## src/rtl/vga_cell_timing_gen.sv

```systemverilog
// Raster and character-cell timing generator: sync, visible/window flags and cell coordinates.
// Optional VGA_CELL_GENLOCK_EN enables the genlock input (force raster to pixel 0, line 0).
module vga_cell_timing_gen #(
   parameter int H_TOTAL  = 528,
   parameter int H_VIS    = 400,
   parameter int HS_START = 419,
   parameter int HS_END   = 483,
   parameter int V_TOTAL  = 628,
   parameter int V_VIS    = 600,
   parameter int VS_START = 600,
   parameter int VS_END   = 604,
   parameter bit SYNC_POL = 1'b0,
   parameter int CELL_W   = 6,
   parameter int CELL_H   = 12,
   parameter int LINE_REP = 3,
   parameter int COLS     = 64,
   parameter int ROWS     = 16,
   parameter int H_OFS    = 8,
   parameter int V_OFS    = 12
) (
   input  logic       clk,
   input  logic       rst_n,
   input  logic       pix_ce,
   input  logic       mode_dbl,
   input  logic       genlock,
   output logic       hsync,
   output logic       vsync,
   output logic       vis,
   output logic       dsp_act,
   output logic [6:0] col,
   output logic [3:0] xpix,
   output logic [4:0] row,
   output logic [3:0] ypix,
   output logic       frame_stb,
   output logic       vblank,
   output logic       mode_act
);

   localparam int HW        = $clog2(H_TOTAL + 1);
   localparam int VW        = $clog2(V_TOTAL + 1);
   localparam int RW        = (LINE_REP > 1) ? $clog2(LINE_REP) : 1;
   localparam int WIN_H_END = H_OFS + COLS * CELL_W;
   localparam int WIN_V_END = V_OFS + ROWS * CELL_H * LINE_REP;

   localparam logic [HW-1:0] H_LAST = HW'(H_TOTAL - 1);
   localparam logic [HW-1:0] HS_A   = HW'(HS_START);
   localparam logic [HW-1:0] HS_B   = HW'(HS_END);
   localparam logic [HW-1:0] HV_C   = HW'(H_VIS);
   localparam logic [HW-1:0] WH_A   = HW'(H_OFS);
   localparam logic [HW-1:0] WH_B   = HW'(WIN_H_END);
   localparam logic [VW-1:0] V_LAST = VW'(V_TOTAL - 1);
   localparam logic [VW-1:0] VS_A   = VW'(VS_START);
   localparam logic [VW-1:0] VS_B   = VW'(VS_END);
   localparam logic [VW-1:0] VV_C   = VW'(V_VIS);
   localparam logic [VW-1:0] WV_A   = VW'(V_OFS);
   localparam logic [VW-1:0] WV_B   = VW'(WIN_V_END);
   localparam logic [3:0]    XP_LAST = 4'(CELL_W - 1);
   localparam logic [3:0]    YP_LAST = 4'(CELL_H - 1);
   localparam logic [RW-1:0] R_LAST  = RW'(LINE_REP - 1);

   if (HS_END > H_TOTAL) begin : g_chk_hs
      $error("HS_END exceeds H_TOTAL");
   end
   if (VS_END > V_TOTAL) begin : g_chk_vs
      $error("VS_END exceeds V_TOTAL");
   end
   if (WIN_H_END > H_VIS) begin : g_chk_wh
      $error("character window exceeds visible width");
   end
   if (WIN_V_END > V_VIS) begin : g_chk_wv
      $error("character window exceeds visible height");
   end
   if (COLS % 2 != 0) begin : g_chk_cols
      $error("COLS must be even");
   end

   logic glk;
`ifdef VGA_CELL_GENLOCK_EN
   assign glk = genlock;
`else
   assign glk = 1'b0;
   logic unused_genlock;
   assign unused_genlock = genlock;
`endif

   logic [HW-1:0] h_cnt, nh;
   logic [VW-1:0] v_cnt, nv;
   logic [RW-1:0] rep;
   logic          started, half;
   logic          line_adv, wrap, h_in_win, v_in_win, frame_mode;

   // The counters hold the position currently on the outputs; nh/nv is the position being entered.
   always_comb begin
      nh       = h_cnt;
      nv       = v_cnt;
      line_adv = 1'b0;
      wrap     = 1'b0;
      if (glk || !started) begin
         nh = '0;
         nv = '0;
      end else if (h_cnt == H_LAST) begin
         nh       = '0;
         line_adv = 1'b1;
         if (v_cnt == V_LAST) begin
            nv   = '0;
            wrap = 1'b1;
         end else begin
            nv = v_cnt + 1'b1;
         end
      end else begin
         nh = h_cnt + 1'b1;
      end
      h_in_win   = (nh >= WH_A) && (nh < WH_B);
      v_in_win   = (nv >= WV_A) && (nv < WV_B);
      frame_mode = (glk || wrap) ? mode_dbl : mode_act;
   end

   always_ff @(posedge clk or negedge rst_n) begin
      if (!rst_n) begin
         h_cnt     <= '0;
         v_cnt     <= '0;
         started   <= 1'b0;
         rep       <= '0;
         half      <= 1'b0;
         col       <= '0;
         xpix      <= '0;
         row       <= '0;
         ypix      <= '0;
         hsync     <= ~SYNC_POL;
         vsync     <= ~SYNC_POL;
         vis       <= 1'b0;
         dsp_act   <= 1'b0;
         frame_stb <= 1'b0;
         vblank    <= 1'b0;
         mode_act  <= 1'b0;
      end else if (glk || pix_ce) begin
         // NOTE: state and outputs use non-blocking assignments so every register samples pre-edge values.
         h_cnt     <= nh;
         v_cnt     <= nv;
         started   <= 1'b1;
         hsync     <= (nh >= HS_A && nh < HS_B) ? SYNC_POL : ~SYNC_POL;
         vsync     <= (nv >= VS_A && nv < VS_B) ? SYNC_POL : ~SYNC_POL;
         vis       <= (nh < HV_C) && (nv < VV_C);
         vblank    <= (nv >= VV_C);
         dsp_act   <= h_in_win && v_in_win;
         frame_stb <= wrap;
         mode_act  <= frame_mode;
         if (glk) begin
            rep  <= '0;
            half <= 1'b0;
            col  <= '0;
            xpix <= '0;
            row  <= '0;
            ypix <= '0;
         end else begin
            // Scan rows advance on each new window line after the first; the frame wrap restarts them.
            if (wrap) begin
               rep  <= '0;
               row  <= '0;
               ypix <= '0;
            end else if (line_adv && v_in_win && nv != WV_A) begin
               if (rep == R_LAST) begin
                  rep <= '0;
                  if (ypix == YP_LAST) begin
                     ypix <= '0;
                     row  <= row + 1'b1;
                  end else begin
                     ypix <= ypix + 1'b1;
                  end
               end else begin
                  rep <= rep + 1'b1;
               end
            end
            if (h_in_win && v_in_win) begin
               if (nh == WH_A) begin
                  col  <= '0;
                  xpix <= '0;
                  half <= 1'b0;
               end else if (frame_mode && !half) begin
                  half <= 1'b1;
               end else begin
                  half <= 1'b0;
                  if (xpix == XP_LAST) begin
                     xpix <= '0;
                     col  <= col + 1'b1;
                  end else begin
                     xpix <= xpix + 1'b1;
                  end
               end
            end
         end
      end else begin
         frame_stb <= 1'b0;
      end
   end

endmodule

```

## config.mk

```make
export PLATFORM = sky130hd
export DESIGN_NAME = vga_cell_timing_gen
export DESIGN_NICKNAME = d
export VERILOG_FILES = /design/src/rtl/vga_cell_timing_gen.sv
export SDC_FILE = /design/constraint.sdc
export NUM_CORES = 1
export LEC_CHECK = 0
export CORE_MARGIN = 1.5
export CORE_UTILIZATION = 40
export CTS_CLUSTER_SIZE = 10
export DETAILED_ROUTE_END_ITERATION = 12
export PLACE_DENSITY_LB_ADDON = 0.15
export SETUP_SLACK_MARGIN = 0.3
export SLEW_MARGIN = 30
export SYNTH_ARGS = -nofsm -noshare
export SYNTH_HDL_FRONTEND = slang
export SYNTH_SLANG_ARGS = --single-unit
```

## constraint.sdc

```tcl
create_clock -name clk -period 3.6 [get_ports clk]
set_input_delay 0.72 -clock clk [delete_from_list [all_inputs] [get_ports clk]]
set_output_delay 0.72 -clock clk [all_outputs]
set_load 0.05 [all_outputs]
```

==> flow_metrics.py, run 1 <==
metrics = {
    "cells_and_area": {
        "final_area_sq_um": 4290,
        "multi_input_area_sq_um": 2160,
        "fillers": 782,
        "regArea_sq_um": 1280,
        "drive_gt1_share_pct": 19.9,
        "num_antenna_cells": 0,
        "area_growth_pct": 23.1,
        "final_cell_count_no_fill": 553,
        "final_nets": 459,
    },
    "synthesis": {
        "synth-main-ff-cell": "dfrtp_1",
        "synthMuxAreaShare_pct": 5.10,
        "ys_seq_area_share_pct": 36.7,
        "synthXorXnorAreaFrac_pct": 2.52,
        "synth-async-reset-ratio_pct": 100,
        "syn_inst": 397,
        "yosys.area_share.simple_pct": 28.5,
        "synth_compound_area_share_pct": 20.8,
        "yosys.cell_types.count": 72,
        "synthAdderAreaFrac_pct": 2.52,
        "synth_area_sq_um": 3480,
        "synth_top_family_by_area": "simple AND/OR/NAND/NOR gates",
        "ys_warn_count": 0,
        "avgSynthCellArea_sq_um": 8.77,
        "synth_edf_count": 0,
        "syn-num-nets": 409,
        "ys_ff_latch": 51,
    },
    "critical_path": {
        "worst-path-max-fanout": 10,
        "worstSetupStartpointType": "flop",
        "crit_type": "flop to flop",
        "path_cells": "or4b_4 > nor3_4 > buf_12 > buf_6 > nor4_1 > o311a_1 > o2111a_1 > nor4b_4 > buf_6 > a211oi_1 > a211o_1",
        "crit_family": "simple AND/OR/NAND/NOR gates",
        "critPathRequiredTime_ns": 3.81,
        "worst_path_max_delay_cell": "or4b_4",
        "worst-path-buf-inv": 3,
        "critical_path_arrival_ns": 3.43,
        "endpoint_kind": "flop",
        "slowest_delay_ns": 0.61,
        "cpMostUsedCell": "buf_6",
    },
    "timing": {
        "max-slew-margin-rel_pct": 46.5,
        "worst_slew_pin_slew_ns": 0.802,
        "max_freq_ghz": 0.310,
        "setup_tns_ns": 0,
        "fin_hold_ws_ns": 0.480,
        "rsz0062_at_grt": "true",
        "finalSetupViolations": 0,
        "hold_violations": 0,
        "period_needed_ns": 3.23,
        "finalMaxSlewViolations": 0,
        "clock_skew_ns": 0.0123,
        "fin_crit_sh_pct": 89.6,
    },
    "clock_tree": {
        "clk_latency_ns": 0.32,
        "cts-buffers-inserted": 5,
        "cts_tree": "built",
        "clk_pin_slew_ns": 0.12,
        "h-tree-depth": 2,
        "cts_sinks": 51,
        "root_buffer": "clkbuf_8",
        "clk_path_buf_depth": 2,
    },
    "placement": {
        "dp_cells": 540,
        "gp_congestion": 0.930,
        "hpwl_microns": 6660,
        "dpl_cell_area_sq_um": 4030,
        "port-buffer-count": 30,
    },
    "drt": {
        "ant_nets": 0,
        "drtIter0Drc": 191,
        "drcViolationCount": 0,
        "vias_per_cell": 5.99,
        "firstDrtPassIters": 5,
        "wl_microns": 9760,
        "vias": 3311,
        "wl_per_cell_microns": 17.7,
    },
    "worst_hold_path": {
        "hold_path.class": "input pin to async pin",
    },
    "global_route": {
        "grt_pass1_vias": 3041,
        "antenna_found_initial": 0,
        "grt_use_total_pct": 22.2,
        "overflow": 0,
        "grt_max_degree": 34,
        "grt_pass1_wl_microns": 15700,
    },
    "die": {
        "rows": 33,
        "fp.coreArea_sq_um": 8340,
        "dieArea_sq_um": 9270,
        "die_x_microns": 96.3,
        "fp.dieH_microns": 96.3,
        "pin_count": 32,
        "start_util_pct": 41.7,
    },
    "power_and_ir_drop": {
        "finalPower_mw": 1.87,
        "power_leakage_nw": 1.74,
        "ir_drop_v": 0.000330,
        "power_density_nw_per_um2": 437,
    },
    "run_status": {
        "outcome": "completed",
    },
    "run": {
        "drv_cap": 0,
    },
}
power breakdown:
part	total, mW	switching, mW	internal [mW]	leakage [nW]
Combinational	0.740	0.440	0.300	1.06
Clock	0.377	0.232	0.145	0.0502
Sequential	0.758	0.110	0.647	0.629
Total	1.87	0.782	1.09	1.74
synthesized netlist by cell type, types with 5 or more instances:
cell type	number	share of area, %
a21oi_1	20	2.9
and2_1	5	0.90
and3_1	8	1.4
clkbuf_1	14	1.5
dfrtp_1	49	35
ha_1	7	2.5
inv_1	10	1.1
mux2_2	11	3.6
nand2_1	46	5.0
nand3_1	18	2.6
nand4_1	9	1.6
nand4b_1	5	1.3
nor2_1	28	3.0
nor2b_1	8	1.4
nor3_1	12	1.7
nor4_1	7	1.3
o21ai_0	25	3.6
o2bb2ai_1	5	1.3
o31ai_1	8	1.7
or3_1	5	0.90
xnor2_1	9	2.3
metal layers:
layer  track usage, %  wire [microns]  vias up
met5                0               0        -
met2             33.7            4520       94
li1                 -               -     1595
met1             32.1            4670     1609
met3             2.84             388       13
met4             8.21             176        0
path summary, 6_finish.rpt:
path	to	depth (start not counted)	slack, ns	start
worst max-delay path	ypix[2]	11	0.37	h_cnt[6]
min in group clk	vsync	2	0.50	vsync
worst max register to register	ypix[2]	11	0.37	h_cnt[6]
max in group asynchronous	h_cnt[1]	2	2.32	rst_n
worst min-delay path	row[3]	1	0.48	rst_n
worst min register to register	vsync	2	0.50	vsync
logic make-up (layout without fill, tap and decap cells):
logic type / after synthesis / in the layout
adder cells (fa/ha/maj): 7 / 7
AND/OR/NAND/NOR: 178 / 178
multiplexers: 16 / 16
flip-flops: 51 / 51
XOR/XNOR: 10 / 10
AO/OA/AOI/OAI: 104 / 104
buffers and inverters: 31 / 82
area by class of cell:
type / instances / area share, %
Clock buffer: 5 / 1.61
Clock inverter: 3 / 0.671
Inverter: 10 / 0.876
Multi-Input combinational cell: 315 / 50.5
Sequential cell: 51 / 30.0
Tap cell: 105 / 3.06
Timing Repair Buffer: 64 / 13.3
what timing repair did:
action / in CTS / in global routing
setup buffers: 0 / 5
pin swaps: 1 / 3
resized for setup: 3 / 23
cloned: 0 / 0
hold buffers: 0 / 0
setup endpoints to repair: 7 / 23
stage by stage:
step	util [%]	setup slack (ns)
after floorplan	-	0.397
after global placement	48.3	0.324
after detailed placement	48.3	0.288
after CTS	49.7	0.319
after global routing	51.4	0.256
final	51.4	0.375
layout by cell type, fill, tap and decap left out, types with 10 or more instances in the layout:
master	count
o21ai_0	25
dfrtp_1	44
nor3_1	12
nand3_1	16
a21oi_1	18
mux2_2	11
buf_4	31
clkdlybuf4s50_1	29
nand2_1	45
inv_1	10
nor2_1	28
sequential cells by signal (all words and copies together), names as in the netlist:
register	flops
h_cnt	10
v_cnt	10
col	7
row	5
xpix	4
ypix	4
rep	2
dsp_act	1
frame_stb	1
half	1
hsync	1
mode_act	1
started	1
vblank	1
vis	1
vsync	1
(Power assumes the default switching activity.)
==> inputs of run 2 (changes only) <==
- GPL_TIMING_DRIVEN: default -> 1
- SETUP_SLACK_MARGIN: 0.3 -> default
==> flow_metrics.py, run 2 (same netlist as run 1, synthesis figures left out) <==
metrics = {
    "run_status": {
        "outcome": "completed",
    },
    "power_and_ir_drop": {
        "power_leakage_nw": 1.69,
        "finalPower_mw": 1.83,
        "ir_drop_v": 0.000329,
        "power_density_nw_per_um2": 442,
    },
    "global_route": {
        "grt_pass1_wl_microns": 15700,
        "grt_pass1_vias": 3046,
        "antenna_found_initial": 0,
        "overflow": 0,
        "grt_use_total_pct": 22.2,
        "grt_max_degree": 34,
    },
    "clock_tree": {
        "post_cts_buffers": 0,
        "hold_buffers": 0,
        "clk_path_buf_depth": 2,
        "h-tree-depth": 2,
        "cts_tree": "built",
        "clk_pin_slew_ns": 0.11,
        "root_buffer": "clkbuf_8",
        "cts-buffers-inserted": 5,
        "cts_sinks": 51,
        "clk_latency_ns": 0.32,
    },
    "critical_path": {
        "endpoint_kind": "flop",
        "critPathRequiredTime_ns": 3.86,
        "crit_start": "h_cnt[6]",
        "r2r_cells": 10,
        "r2r_end": "ypix[2]",
        "critical_path_arrival_ns": 3.62,
        "worst-path-max-fanout": 10,
        "r2r_start": "h_cnt[6]",
        "rrSetupSlack_ns": 0.24,
        "worstSetupStartpointType": "flop",
        "crit_type": "flop to flop",
    },
    "drt": {
        "firstDrtPassIters": 5,
        "drcViolationCount": 0,
        "vias_per_cell": 5.97,
        "wl_per_cell_microns": 17.3,
        "drtIter0Drc": 261,
        "ant_nets": 0,
        "wl_microns": 9500,
        "vias": 3274,
    },
    "timing": {
        "fin_crit_sh_pct": 93.3,
        "setup_tns_ns": 0,
        "rsz0062_at_grt": "false",
        "period_needed_ns": 3.36,
        "worst_slew_pin_slew_ns": 0.806,
        "clock_skew_ns": 0.0122,
        "finalSetupViolations": 0,
        "max-slew-margin-rel_pct": 46.3,
        "max_freq_ghz": 0.298,
        "hold_violations": 0,
        "finalMaxSlewViolations": 0,
    },
    "placement": {
        "gp_congestion": 0.930,
        "hpwl_microns": 6660,
        "port-buffer-count": 30,
    },
    "cells_and_area": {
        "drive_gt1_share_pct": 14.7,
        "mostFrequentLayoutCell": "dfrtp_1",
        "reg_top3": "h_cnt (10), v_cnt (10), col (7)",
        "final_nets": 454,
        "area_growth_pct": 18.9,
        "utilization_pct": 49.6,
        "final_cell_mix": "49 x dfrtp_1, 46 x nand2_1, 29 x clkdlybuf4s50_1, 29 x buf_4, 28 x nor2_1",
        "num_antenna_cells": 0,
    },
    "run": {
        "drv_cap": 0,
    },
    "die": {
        "fp.coreArea_sq_um": 8340,
        "dieArea_sq_um": 9270,
        "fp.dieH_microns": 96.3,
        "die_x_microns": 96.3,
        "pin_count": 32,
        "rows": 33,
        "start_util_pct": 41.7,
    },
    "worst_hold_path": {
        "hold_path.class": "input pin to async pin",
    },
}
-- run 2: worst max path at each step --
stage	depth (start not counted)	end
detailed placement	11	col[4]
finish	10	ypix[2]
CTS	12	row[2]
global route	12	ypix[2]
global placement	12	row[2]
floorplan	11	xpix[3]
-- run 2: worst max-delay path: stages (launching register included) --
cell and delay (ns):
dfrtp_1 0.50, or4b_4 0.63, nor3_4 0.34, nand2_1 0.22, xor2_1 0.36, o311a_1 0.27
o2111a_1 0.34, nor4b_4 0.09, buf_4 0.18, a211oi_1 0.24, a211o_1 0.14
-- run 2: through the flow --
step / hold slack (ns) / setup WS (ns) / instances / cell area (sq um)
floorplan: 0.424 / 0.397 / 397 / 3480
global placement: 0.475 / 0.324 / 540 / 4030
detailed placement: 0.483 / 0.288 / 540 / 4030
CTS: 0.504 / 0.236 / 548 / 4130
global route: 0.527 / 0.00935 / 548 / 4140
finish: 0.481 / 0.240 / 548 / 4140
-- run 2: per-layer routing --
layer	vias up	part of all wire (%)	GRT usage (%)
li1	1586	-	-
met1	1575	48	32.0
met2	102	46	33.9
met3	11	3.9	2.84
met4	0	1.6	7.84
met5	-	0	0
-- run 2: area by class of cell --
class                           count  area (sq um)
Multi-Input combinational cell    315          2080
Sequential cell                    51          1280
Inverter                           10          37.5
Timing Repair Buffer               59           513
Tap cell                          105           131
Fill cell                         792          4200
Clock inverter                      3          28.8
Clock buffer                        5          68.8
-- run 2: power breakdown --
part	internal [mW]	switching [mW]
sequential	0.644	0.112
combinational	0.272	0.421
clock	0.145	0.235
-- run 2: what timing repair did --
| item | 4_1_cts | 5_1_grt |
|---|---|---|
| gates resized for setup | 0 | 2 |
| setup endpoints to repair | 0 | 9 |
| endpoints found under the hold margin | 0 | 0 |
==> inputs of run 3 (changes only) <==
- ABC_AREA: default -> 1
==> flow_metrics.py, run 3 <==
metrics = {
    "synthesis": {
        "ys_seq_area_share_pct": 37.6,
        "syn-num-nets": 489,
        "synth_most_common_cell": "nand2_1",
        "synth-async-reset-ratio_pct": 100,
        "yosys.cell_types.count": 41,
        "synth_top_area_cell": "dfrtp_1",
        "avgSynthCellArea_sq_um": 7.13,
        "synth_edf_count": 0,
        "yosys-top-cells-area": "dfrtp_1 36%, nand2_1 17%, nand3_1 7.5%, nor2_1 4.7%, inv_1 4.3%",
        "synth_area_sq_um": 3400,
        "synth_top_area_share_pct": 36.0,
        "syn_inst": 477,
        "synth_common_cells": "156 x nand2_1, 51 x nand3_1, 49 x dfrtp_1, 43 x nor2_1, 39 x inv_1",
        "ys_ff_latch": 51,
        "synth-main-ff-cell": "dfrtp_1",
        "ys_warn_count": 0,
    },
    "drt": {
        "ant_nets": 0,
        "firstDrtPassIters": 5,
        "drcViolationCount": 0,
        "vias": 3095,
        "wl_per_cell_microns": 12.5,
        "drtIter0Drc": 145,
        "wl_microns": 7670,
        "vias_per_cell": 5.03,
    },
    "power_and_ir_drop": {
        "ir_drop_v": 0.000166,
        "p_clk_share_pct": 17.6,
        "power.internal_mw": 1.11,
        "power_leakage_nw": 1.91,
        "net-switching-power_mw": 0.888,
        "combPwrFrac_pct": 41.4,
        "p_sw_share_pct": 44.5,
        "power_density_nw_per_um2": 512,
        "seq_power_share_pct": 41.1,
    },
    "placement": {
        "dpl_cell_area_sq_um": 3810,
        "hpwl_microns": 5560,
        "gp_congestion": 0.842,
        "port-buffer-count": 30,
        "place_ws_ns": 0.818,
    },
    "global_route": {
        "grt_pass1_vias": 2892,
        "grt_pass1_wl_microns": 13600,
        "grt_max_degree": 35,
        "grt_use_total_pct": 19.0,
        "overflow": 0,
        "antenna_found_initial": 0,
    },
    "critical_path": {
        "endpoint_kind": "flop",
        "crit_type": "flop to flop",
        "worst-path-max-fanout": 11,
        "critical_path_arrival_ns": 2.99,
        "critPathRequiredTime_ns": 3.82,
        "worstSetupStartpointType": "flop",
    },
    "cells_and_area": {
        "num_antenna_cells": 0,
        "final_area_sq_um": 3900,
        "mostFrequentLayoutCell": "nand2_1",
        "area_growth_pct": 14.5,
        "reg_top3": "h_cnt (10), v_cnt (10), col (7)",
        "drive_gt1_share_pct": 12.0,
        "final_cell_mix": "156 x nand2_1, 51 x nand3_1, 49 x dfrtp_1",
        "final_nets": 521,
    },
    "clock_tree": {
        "clk_pin_slew_ns": 0.10,
        "clk_path_buf_depth": 2,
        "cts_tree": "built",
        "cts-buffers-inserted": 5,
        "root_buffer": "clkbuf_8",
        "h-tree-depth": 2,
        "post_cts_buffers": 0,
        "post_cts_resized": 0,
        "hold_buffers": 0,
        "cts_sinks": 51,
        "clk_latency_ns": 0.32,
    },
    "worst_hold_path": {
        "hold_path.class": "input pin to async pin",
    },
    "timing": {
        "hold_violations": 0,
        "worst_slew_pin_slew_ns": 0.676,
        "max-slew-margin-rel_pct": 54.9,
        "finalSetupViolations": 0,
        "finalWorstSetupSlack_ns": 0.828,
        "rsz0062_at_grt": "false",
        "max_freq_ghz": 0.361,
        "setup_tns_ns": 0,
        "finalMaxSlewViolations": 0,
        "period_needed_ns": 2.77,
        "clock_skew_ns": 0.00658,
        "fin_crit_sh_pct": 77.0,
    },
    "die": {
        "die_x_microns": 95.2,
        "pin_count": 32,
        "fp.dieH_microns": 95.2,
        "fp.coreArea_sq_um": 8220,
        "dieArea_sq_um": 9070,
        "start_util_pct": 41.4,
        "rows": 33,
    },
    "run": {
        "drv_cap": 0,
    },
    "run_status": {
        "outcome": "completed",
    },
}
## run 3: changes by cell type after synthesis, sizes merged, moves of 8 or more
cell    previous run  this run
a21oi             20         6
clkbuf            14         5
nor2b              8         0
nand3             18        56
nor3              14         1
mux2              11         0
inv               10        44
o31ai              9         1
nor2              29        58
nand2             46       169
## run 3: cells by family (layout without fill, tap and decap cells)
kind of cell | count (synthesis) | after routing | synth area share [%]
and+or+nand+nor | 309 | 309 | 43.1
buffers and inverters | 55 | 88 | 6.54
DFF | 51 | 51 | 37.6
AOI/OAI and AO/OA | 42 | 42 | 6.88
xor gates and xnor gates | 13 | 13 | 3.35
adders and majority gates | 7 | 7 | 2.57
## run 3: final cells by class
class / instances / area, sq um
fillers: 818 / 4320
multi-input cells: 371 / 1900
flip-flops and latches: 51 / 1280
repair buffers: 34 / 325
inverters: 46 / 173
well taps: 105 / 131
clock buffers: 5 / 68.8
clock inverters: 3 / 18.8
## run 3: metal layers
layer  GRT usage [%]  share of wire [%]
met1            27.8                 52
met2            29.3                 45
met3            2.47                2.3
met4            5.22                1.2
met5               0                  0
## run 3: stage by stage
step / power, mW / cells / hold slack [ns] / util (%)
after detailed placement: 1.66 / 607 / 0.458 / 46.4
after CTS: 2.01 / 615 / 0.349 / 47.4
after global placement: 1.64 / 607 / 0.459 / 46.4
final: 1.99 / 615 / 0.335 / 47.4
after global routing: 2.16 / 615 / 0.363 / 47.4
after floorplan: 1.45 / 477 / 0.424 / -
## run 3: worst paths after layout
kind	cells past startpoint	from	slack (ns)	endpoint
max	14	h_cnt[0]	0.83	col[1]
min	1	rst_n	0.33	v_cnt[5]
max reg2reg	14	h_cnt[0]	0.83	col[1]
min reg2reg	2	hsync	0.47	hsync
max in group asynchronous	2	rst_n	2.43	vsync
min in group clk	2	hsync	0.47	hsync
## run 3: power groups by stage
stage	Sequential, mW	Clock (mW)	Combinational (mW)
global placement	0.827	0	0.817
detailed placement	0.829	0	0.829
global route	0.844	0.383	0.932
finish	0.819	0.350	0.825
floorplan	0.902	0	0.549
CTS	0.817	0.362	0.833
## run 3: critical path, stage by stage, from the launching register on
cell and delay [ns]:
dfrtp_1 0.42, ha_1 0.27, nand4_2 0.14, nor2_2 0.40, nor2_1 0.17, nand2_2 0.12
nand2_1 0.07, nor2_1 0.19, nand2_2 0.10, nor2_4 0.18, nor2_2 0.07, nor2_4 0.25
nand2_2 0.16, nand2_1 0.09, nand2_1 0.05
